$ cat config.mk
export PLATFORM = sky130hd
export DESIGN_NAME = pipeline_hazard_ctrl
export DESIGN_NICKNAME = d
export VERILOG_FILES = /design/src/rtl/pipeline_hazard_ctrl.sv
export SDC_FILE = /design/constraint.sdc
export NUM_CORES = 1
export LEC_CHECK = 0
export CAP_MARGIN = 15
export CORE_MARGIN = 2
export CORE_UTILIZATION = 42
export CTS_CLUSTER_DIAMETER = 150
export CTS_CLUSTER_SIZE = 40
export DETAILED_ROUTE_END_ITERATION = 6
export PLACE_DENSITY = 0.74
export SLEW_MARGIN = 20
export SYNTH_ARGS = -nofsm -noshare
export SYNTH_HDL_FRONTEND = slang
export SYNTH_SLANG_ARGS = --single-unit
$ cat constraint.sdc
create_clock -name CLK -period 1.8 [get_ports CLK]
set_input_delay 0.27 -clock CLK [delete_from_list [all_inputs] [get_ports CLK]]
set_output_delay 0.27 -clock CLK [all_outputs]
set_load 0.02 [all_outputs]
$ cat src/rtl/pipeline_hazard_ctrl.sv
// Hazard/flush controller: turns load-use, branch, MDU-busy and DMEM-busy events into
// per-pipeline-register hold/clear vectors, a PC hold and a saturating stall counter.
module pipeline_hazard_ctrl #(
    parameter int unsigned NUM_PR          = 4,
    parameter int unsigned FLUSH_DEPTH     = 2,
    parameter int unsigned LU_STALL_CYCLES = 1,
    parameter int unsigned CNT_W           = 16
) (
    input  logic              CLK,
    input  logic              RESET,
    input  logic              LU_HAZ_SIGNAL,
    input  logic              BRANCH_SEL,
    input  logic              MDU_BUSY,
    input  logic              DMEM_BUSY,
    output logic              PC_HOLD,
    output logic [NUM_PR-1:0] PR_HOLD,
    output logic [NUM_PR-1:0] PR_RESET,
    output logic [CNT_W-1:0]  STALL_COUNT,
    output logic [1:0]        FSM_STATE
);

    localparam logic [1:0] StIdle    = 2'd0;
    localparam logic [1:0] StLuStall = 2'd1;
    localparam logic [1:0] StMduWait = 2'd2;
    localparam logic [1:0] StMemWait = 2'd3;

    localparam logic [3:0] LuReload = 4'(LU_STALL_CYCLES - 1);

    logic [1:0]       state_q, state_d;
    logic [3:0]       lu_cnt_q, lu_cnt_d;
    logic             br_pend_q, br_pend_d;
    logic [CNT_W-1:0] cnt_q, cnt_d;

    logic flush;
    logic lu_active;

    assign flush = BRANCH_SEL | br_pend_q;
    // A nonzero counter means bubbles are still owed, including while suspended by a wait.
    assign lu_active = (lu_cnt_q != 4'd0);

    always_comb begin
        state_d   = StIdle;
        lu_cnt_d  = lu_cnt_q;
        br_pend_d = br_pend_q;
        PC_HOLD   = 1'b0;
        PR_HOLD   = '0;
        PR_RESET  = '0;

        if (DMEM_BUSY) begin
            PC_HOLD   = 1'b1;
            PR_HOLD   = '1;
            state_d   = StMemWait;
            br_pend_d = br_pend_q | BRANCH_SEL;
        end else if (MDU_BUSY) begin
            PC_HOLD     = 1'b1;
            PR_HOLD[0]  = 1'b1;
            PR_HOLD[1]  = 1'b1;
            PR_RESET[2] = 1'b1;
            state_d     = StMduWait;
        end else if (flush) begin
            for (int unsigned i = 0; i < NUM_PR; i++) begin
                PR_RESET[i] = (i < FLUSH_DEPTH);
            end
            br_pend_d = 1'b0;
            lu_cnt_d  = 4'd0;
            state_d   = StIdle;
        end else if (lu_active) begin
            PC_HOLD     = 1'b1;
            PR_HOLD[0]  = 1'b1;
            PR_RESET[1] = 1'b1;
            if (lu_cnt_q == 4'd1) begin
                lu_cnt_d = 4'd0;
                state_d  = StIdle;
            end else begin
                lu_cnt_d = lu_cnt_q - 4'd1;
                state_d  = StLuStall;
            end
        end else if (LU_HAZ_SIGNAL) begin
            PC_HOLD     = 1'b1;
            PR_HOLD[0]  = 1'b1;
            PR_RESET[1] = 1'b1;
            if (LU_STALL_CYCLES > 1) begin
                lu_cnt_d = LuReload;
                state_d  = StLuStall;
            end
        end
    end

    always_comb begin
        cnt_d = cnt_q;
        if (PC_HOLD && (cnt_q != {CNT_W{1'b1}})) begin
            cnt_d = cnt_q + CNT_W'(1);
        end
    end

    always_ff @(posedge CLK or negedge RESET) begin
        if (!RESET) begin
            state_q   <= StIdle;
            lu_cnt_q  <= 4'd0;
            br_pend_q <= 1'b0;
            cnt_q     <= '0;
        end else begin
            state_q   <= state_d;
            lu_cnt_q  <= lu_cnt_d;
            br_pend_q <= br_pend_d;
            cnt_q     <= cnt_d;
        end
    end

    assign STALL_COUNT = cnt_q;
    assign FSM_STATE   = state_q;

endmodule
==> metrics.md, run 1 <==
| Metric | Value |
|---|---|
| Run status | finished with violations |
| Violated checks | setup timing |
| Worst EP arrival | 1.57 ns |
| Most frequent cells in the layout | buf_4 (24), dfrtp_1 (23), clkdlybuf4s50_1 (23), nor2_1 (10), nand2_1 (9) |
| Leakage | 0.828 nW |
| Vias/cell | 5.14 |
| TritonCTS clock tree | built |
| Placed instance count | 193 |
| Max-Cap Viols | 0 |
| Io pins | 33 |
| Worst Setup Start Kind | flip-flop |
| Global-route wire length before repair | 4.69 mm |
| Drt first pass iters | 4 |
| Latest clock arrival within the worst-skew pair | 0.30 ns |
| Die H | 57 µm |
| Final Non-Filler Cells | 202 |
| Pin count of the biggest net entering global routing | 24 |
| Die W | 57 µm |
| Fmax | 0.544 GHz |
| Antenna cells | 0 |
| Max VDD drop | 993 µV |
| Post-detailed-route count of antenna-violating nets | 0 |
| P_int | 1.26 mW |
| Net switching power | 0.740 mW |
| Post-synthesis sequential area ratio | 48.8% |
| Drt total wl | 2.83 mm |
| RePlAce Congestion | 0.766 |
| Crit-path max FO | 3 |
| Synthesis Warnings | 0 |
| Post-DP HPWL | 2.06 mm |
| Clock root buffer | clkbuf_4 |
| Avg WL per Cell | 14.0 µm |
| Final core occ | 67.4% |
| Area grow syn2layout | 54.8% |
| Worst Hold Class | in2async |
| Multi-input gate area | 639 µm² |
| CTS clk-pin slew, worst paths | 0.13 ns |
| R2r worst-path depth | 9 |
| Commonest non-fill, non-tap cell in the layout | buf_4 |
| Crit path required time | 1.53 ns |
| Final worst-path cycle share | 102% |
| PortBufs | 31 |
| H-tree depth | 1 |
| GR Overflow Total | 0 |
| CP endpoint kind | primary output |
| 1st-iter DRT viols | 16 |
| Final setup fails | 6 |
| DR DRC count | 0 |
| Pwr dens | 1100 mW/mm² |
| Part of the power in registers | 37.1% |
| Clock skew | 0.00718 ns |
| Crit Path Class | reg2out |
| Sw Ratio | 36.9% |
| Num rows | 19 |
| Min cycle time layout | 1.84 ns |
| Fillers | 218 |
| GRT Util Overall | 18.1% |
| Synth Cell Area | 0.00118 mm² |
| Core Footprint | 0.00271 mm² |
| Syn nets | 123 |
| RSZ-0062 raised after global routing | yes |
| Post-Syn Instances | 113 |
| Clock Sinks | 23 |
| Post-cts hold buffer count | 0 |
| Die ar. | 0.00325 mm² |
| Vias in the first global route | 1,059 |
| Via count | 1,038 |
| Clk buf depth | 2 |
| Distinct cell type count after synthesis | 28 |
| Final hold violations | 0 |
| Yosys reg bits | 23 |
| Nets | 182 |
| FF+latch area | 576 µm² |
| Synth Area per Inst | 10.4 µm² |
| Comb pwr share | 51.2% |
| Final worst-path setup slack | -0.0384 ns |
| Max-slew violations | 0 |
| Initial core utilization | 43.5% |
| Initial antenna violation count | 0 |
| TritonCTS Buffers | 3 |
| Clock network power share | 11.7% |
| Share of layout cells above drive strength 1 | 32.2% |
## per-layer routing
metal	wire length (µm)	part of all wire [%]	GRT usage, %
met1	1180	42	22.1
met2	1510	53	33.3
met3	126	4.4	2.72
met4	16	0.56	4.32
met5	0	0	0
## path summary, 6_finish.rpt
check / slack [ns] / endpoint / startpoint
setup / recovery: -0.04 / PR_RESET[1] / lu_cnt_q[0]$_DFFE_PN0P_
max in group asynchronous: 1.26 / lu_cnt_q[1]$_DFFE_PN0P_ / RESET
hold reg to reg: 0.50 / STALL_COUNT[6]$_DFFE_PN0P_ / STALL_COUNT[6]$_DFFE_PN0P_
setup reg to reg: -0.02 / STALL_COUNT[6]$_DFFE_PN0P_ / lu_cnt_q[0]$_DFFE_PN0P_
min in group CLK: 0.50 / STALL_COUNT[6]$_DFFE_PN0P_ / STALL_COUNT[6]$_DFFE_PN0P_
hold / removal: 0.31 / STALL_COUNT[10]$_DFFE_PN0P_ / RESET
## worst max-delay path, cell delays in order, from the launching register on
cell,delay (ns)
dfrtp_1,0.42
inv_2,0.09
ha_4,0.14
nor3b_4,0.23
nand2_1,0.10
nor2_1,0.09
nor2_1,0.05
buf_2,0.15
## power groups by stage
stage	Combinational (mW)	Clock [mW]	Sequential, mW
after floorplan	0.320	0	0.858
after global placement	0.874	0	0.732
after detailed placement	0.894	0	0.740
after CTS	0.945	0.237	0.740
after global routing	1.11	0.263	0.765
final	1.03	0.235	0.744
## layout make-up
type	count	area share [%]
multi-input combinational	81	35.0
sequential	23	31.5
timing repair buffer	59	28.9
tap	31	2.12
clock buffer	3	1.23
inverter	4	0.959
clock inverter	1	0.274
## what timing repair did
item	in CTS	in global routing
pin swaps	2	10
resized for setup	35	12
setup endpoints to repair	22	17
setup buffers	2	4
## stage by stage
step | area [µm²] | hold WS, ns | power (mW) | TNS (ns) | setup slack (ns)
finish | 1830 | 0.310 | 2.00 | -0.0948 | -0.0384
global route | 1830 | 0.323 | 2.14 | -1.03 | -0.159
CTS | 1740 | 0.319 | 1.92 | -0.0454 | -0.0416
detailed placement | 1660 | 0.488 | 1.63 | -4.58 | -0.405
global placement | 1660 | 0.474 | 1.61 | -3.73 | -0.364
floorplan | 1180 | -0.0256 | 1.18 | 0 | 0.0660
## kinds of logic (layout without fill, tap and decap cells)
group                      Yosys count  count (layout)  share of synthesized area (%)
buffers and inverters                9              67                           4.45
muxes                                1               1                          0.954
and+or+nand+nor                     48              48                           21.2
AOI/OAI and AO/OA                   12              12                           8.91
DFF                                 23              23                           48.8
other                                1               1                          0.318
adders and majority gates            4               4                           4.24
xor gates and xnor gates            15              15                           11.1
## cells in the mapped netlist
library cell | instances | area share, %
dfrtp_1 | 23 | 49
o21ai_0 | 6 | 2.5
buf_4 | 5 | 3.2
a21oi_4 | 1 | 1.4
o41ai_1 | 1 | 0.74
ha_1 | 4 | 4.2
xnor2_1 | 10 | 7.4
conb_1 | 1 | 0.32
nand2b_1 | 1 | 0.53
and4_1 | 2 | 1.5
nand2_1 | 10 | 3.2
nor2b_1 | 1 | 0.53
xor2_1 | 5 | 3.7
nand3b_1 | 1 | 0.64
a21o_1 | 1 | 0.64
nor2_1 | 12 | 3.8
nand3_1 | 6 | 2.5
and3_1 | 4 | 2.1
and4_4 | 1 | 0.95
a22o_4 | 1 | 1.5
or2_4 | 1 | 0.74
inv_1 | 4 | 1.3
nand4_1 | 6 | 3.2
nor3b_1 | 1 | 0.64
a211oi_4 | 1 | 1.7
mux2_2 | 1 | 0.95
a21oi_1 | 1 | 0.42
nor3_1 | 2 | 0.85
## state kept, by name, summed over array words and instances (netlist names)
signal and flops:
FSM_STATE 2, STALL_COUNT 16, br_pend_q 1, lu_cnt_q 4
Note: power is estimated with default switching activity, not from simulation.
==> run 2, diff against run 1 <==
--- a/config.mk
+++ b/config.mk
@@ -5,6 +5,7 @@
 export SDC_FILE = /design/constraint.sdc
 export NUM_CORES = 1
 export LEC_CHECK = 0
+export ABC_CLOCK_PERIOD_IN_PS = 1800
 export CAP_MARGIN = 15
 export CORE_MARGIN = 2
 export CORE_UTILIZATION = 42
==> results of run 2 <==
Same layout as run 1: the final DEF is identical, and so are final timing and power.
==> patch: new RTL, settings of run 2 <==
`CNT_W`: 16 -> 14.
--- a/src/rtl/pipeline_hazard_ctrl.sv
+++ b/src/rtl/pipeline_hazard_ctrl.sv
@@ -4,7 +4,7 @@
     parameter int unsigned NUM_PR          = 4,
     parameter int unsigned FLUSH_DEPTH     = 2,
     parameter int unsigned LU_STALL_CYCLES = 1,
-    parameter int unsigned CNT_W           = 16
+    parameter int unsigned CNT_W           = 14
 ) (
     input  logic              CLK,
     input  logic              RESET,
Ports: changed (resized STALL_COUNT); port bits go from 33 to 31. No check against the original RTL was run, so the function may have changed too.
==> patch against run 2 <==
Setup slack lost 0.12 ns; power grew 1.1%; fmax shrank 5.9%; global-route usage shrank 0.93 points; critical endpoint is now PR_HOLD[0]; routed wire length shrank 4.4%; sequential cell count shrank 2; count of clock-buffer cells in the layout is the same; the run still ends with negative setup slack left; core utilization shrank 3.4 points; cell area shrank 4.2%; synthesized area grew 1.3%; critical path type unchanged; worst hold slack lost 0.0080 ns.
==> patch: results (changes against run 2) <==
metric,value,unit,change
outcome,finished with violations,,
violations,negative setup slack,,
synth_fa_ha_area_frac,0.0419,,-0.000533
hold_class,in -> async,,
leakage,0.751,nW,-9.3%
synth_nets,126,,+2.4%
wl,2710,um,-4.4%
gr-usage-all-layers,0.171,,-0.00930
placed_cell_area,0.00163,mm2,-1.9%
grt_start_max_net_pins,22,,-8.3%
synth.cells.most_frequent,"dfrtp_1, xor2_1, o21ai_0",,
drt-initial-drc-count,15,,-1
cp_data_arrival_time,1.68,ns,+0.11 ns
largest_reg_flops,14,,-2
synth_compound_area_frac,0.0649,,-0.0242
dpl.hpwl,2010,um,-2.3%
finalClockSkew,0.00173,ns,-0.00545 ns
yosysSeqAreaShare,0.440,,-0.0480
post-route-worst-setup-slack,-0.155,ns,-0.116 ns
synth_warnings,0,,unchanged
grt_pass1_wl,4470,um,-4.6%
cp_max_fo,3,,unchanged
dpl.cell_count,191,,-1.0%
ir_drop,0.833,mV,-16%
synth_area_leaders,"dfrtp_1, xor2_1, nor4_2",,
preCtsSetupSlack,-0.419,ns,-0.0139 ns
synth.area.mux_share,0.0188,,+0.00930
wire_per_inst,13.5,um,-3.9%
reg2reg_from,lu_cnt_q[1]$_DFFE_PN0P_,,
via_count,1042,,+0.39%
synth.distinct_cells,33,,+18%
gp_congestion,0.824,,+7.6%
p_int,1.19,mW,-5.9%
clockRootBuffer,clkbuf_4,,
drive_gt1_frac,0.329,,+0.00777
first_pass_iters,4,,unchanged
synth_xor_area_frac,0.0880,,-0.0234
io_buffer_count,29,,-6.5%
setup_viol,6,,unchanged
final_net_count,181,,-0.55%
synth_cells,116,,+2.7%
==> patch: changes by cell type after synthesis, moves of 3 or more <==
cell	before	now
xnor2_1	10	1
xor2_1	5	11
nor2_1	12	7
nor4_2	0	5
nor4_1	0	4
and3_1	4	1
nand4_1	6	3
o21ai_0	6	9
==> patch: power groups by stage <==
stage / registers [mW] / logic [mW] / clock network [mW]
after global placement: 0.751 / 1.00 / 0
final: 0.751 / 1.05 / 0.230
after CTS: 0.753 / 1.02 / 0.244
after global routing: 0.778 / 1.12 / 0.259
after floorplan: 0.956 / 0.318 / 0
after detailed placement: 0.763 / 1.02 / 0
==> patch: cell families after synthesis <==
kind of cell	after synthesis
AOI/OAI and AO/OA	12
xor gates and xnor gates	12
adders and majority gates	4
buffers and inverters	12
DFF	21
muxes	2
other	1
and+or+nand+nor	52
==> patch: what timing repair did <==
item | in CTS | in global routing
pin swaps | 1 | 2
setup buffers | 2 | 4
setup endpoints to repair | 16 | 18
resized for setup | 22 | 8
==> patch: metrics by stage <==
| stage | hold WS (ns) | setup TNS, ns |
|---|---|---|
| 3_5_place_dp | 0.528 | -3.89 |
| 5_1_grt | 0.308 | -1.87 |
| 2_1_floorplan | -0.0256 | -0.101 |
| 3_3_place_gp | 0.512 | -3.63 |
| 6_report | 0.302 | -0.828 |
| 4_1_cts | 0.297 | -1.09 |
==> patch: layer usage <==
metal	track usage	wire, um
met4	0.0631	47
met5	0	0
met3	0.0249	106
met2	0.304	1460
met1	0.210	1100
==> patch: area by class of cell <==
class | instances | area [um2]
multi-input combinational | 83 | 642
timing repair buffer | 57 | 494
clock buffer | 3 | 22.5
tap | 31 | 38.8
sequential | 21 | 526
clock inverter | 1 | 5.00
fill | 233 | 985
inverter | 5 | 21.3
==> patch: worst paths after layout <==
kind,end,slack [ns],cells past startpoint
max in group asynchronous,FSM_STATE[0]$_DFF_PN0_,1.28,2
worst min-delay path,STALL_COUNT[5]$_DFFE_PN0P_,0.30,2
min in group CLK,STALL_COUNT[11]$_DFFE_PN0P_,0.54,1
worst min register to register,STALL_COUNT[11]$_DFFE_PN0P_,0.54,1
worst max register to register,STALL_COUNT[1]$_DFFE_PN0P_,-0.14,7
worst max-delay path,PR_HOLD[0],-0.15,6
==> patch: critical path: stages, from the launching register on <==
cell and delay (ns):
dfrtp_1 0.42, inv_2 0.09, ha_4 0.13, or3b_4 0.41, o22ai_4 0.14, inv_2 0.07, buf_6 0.13
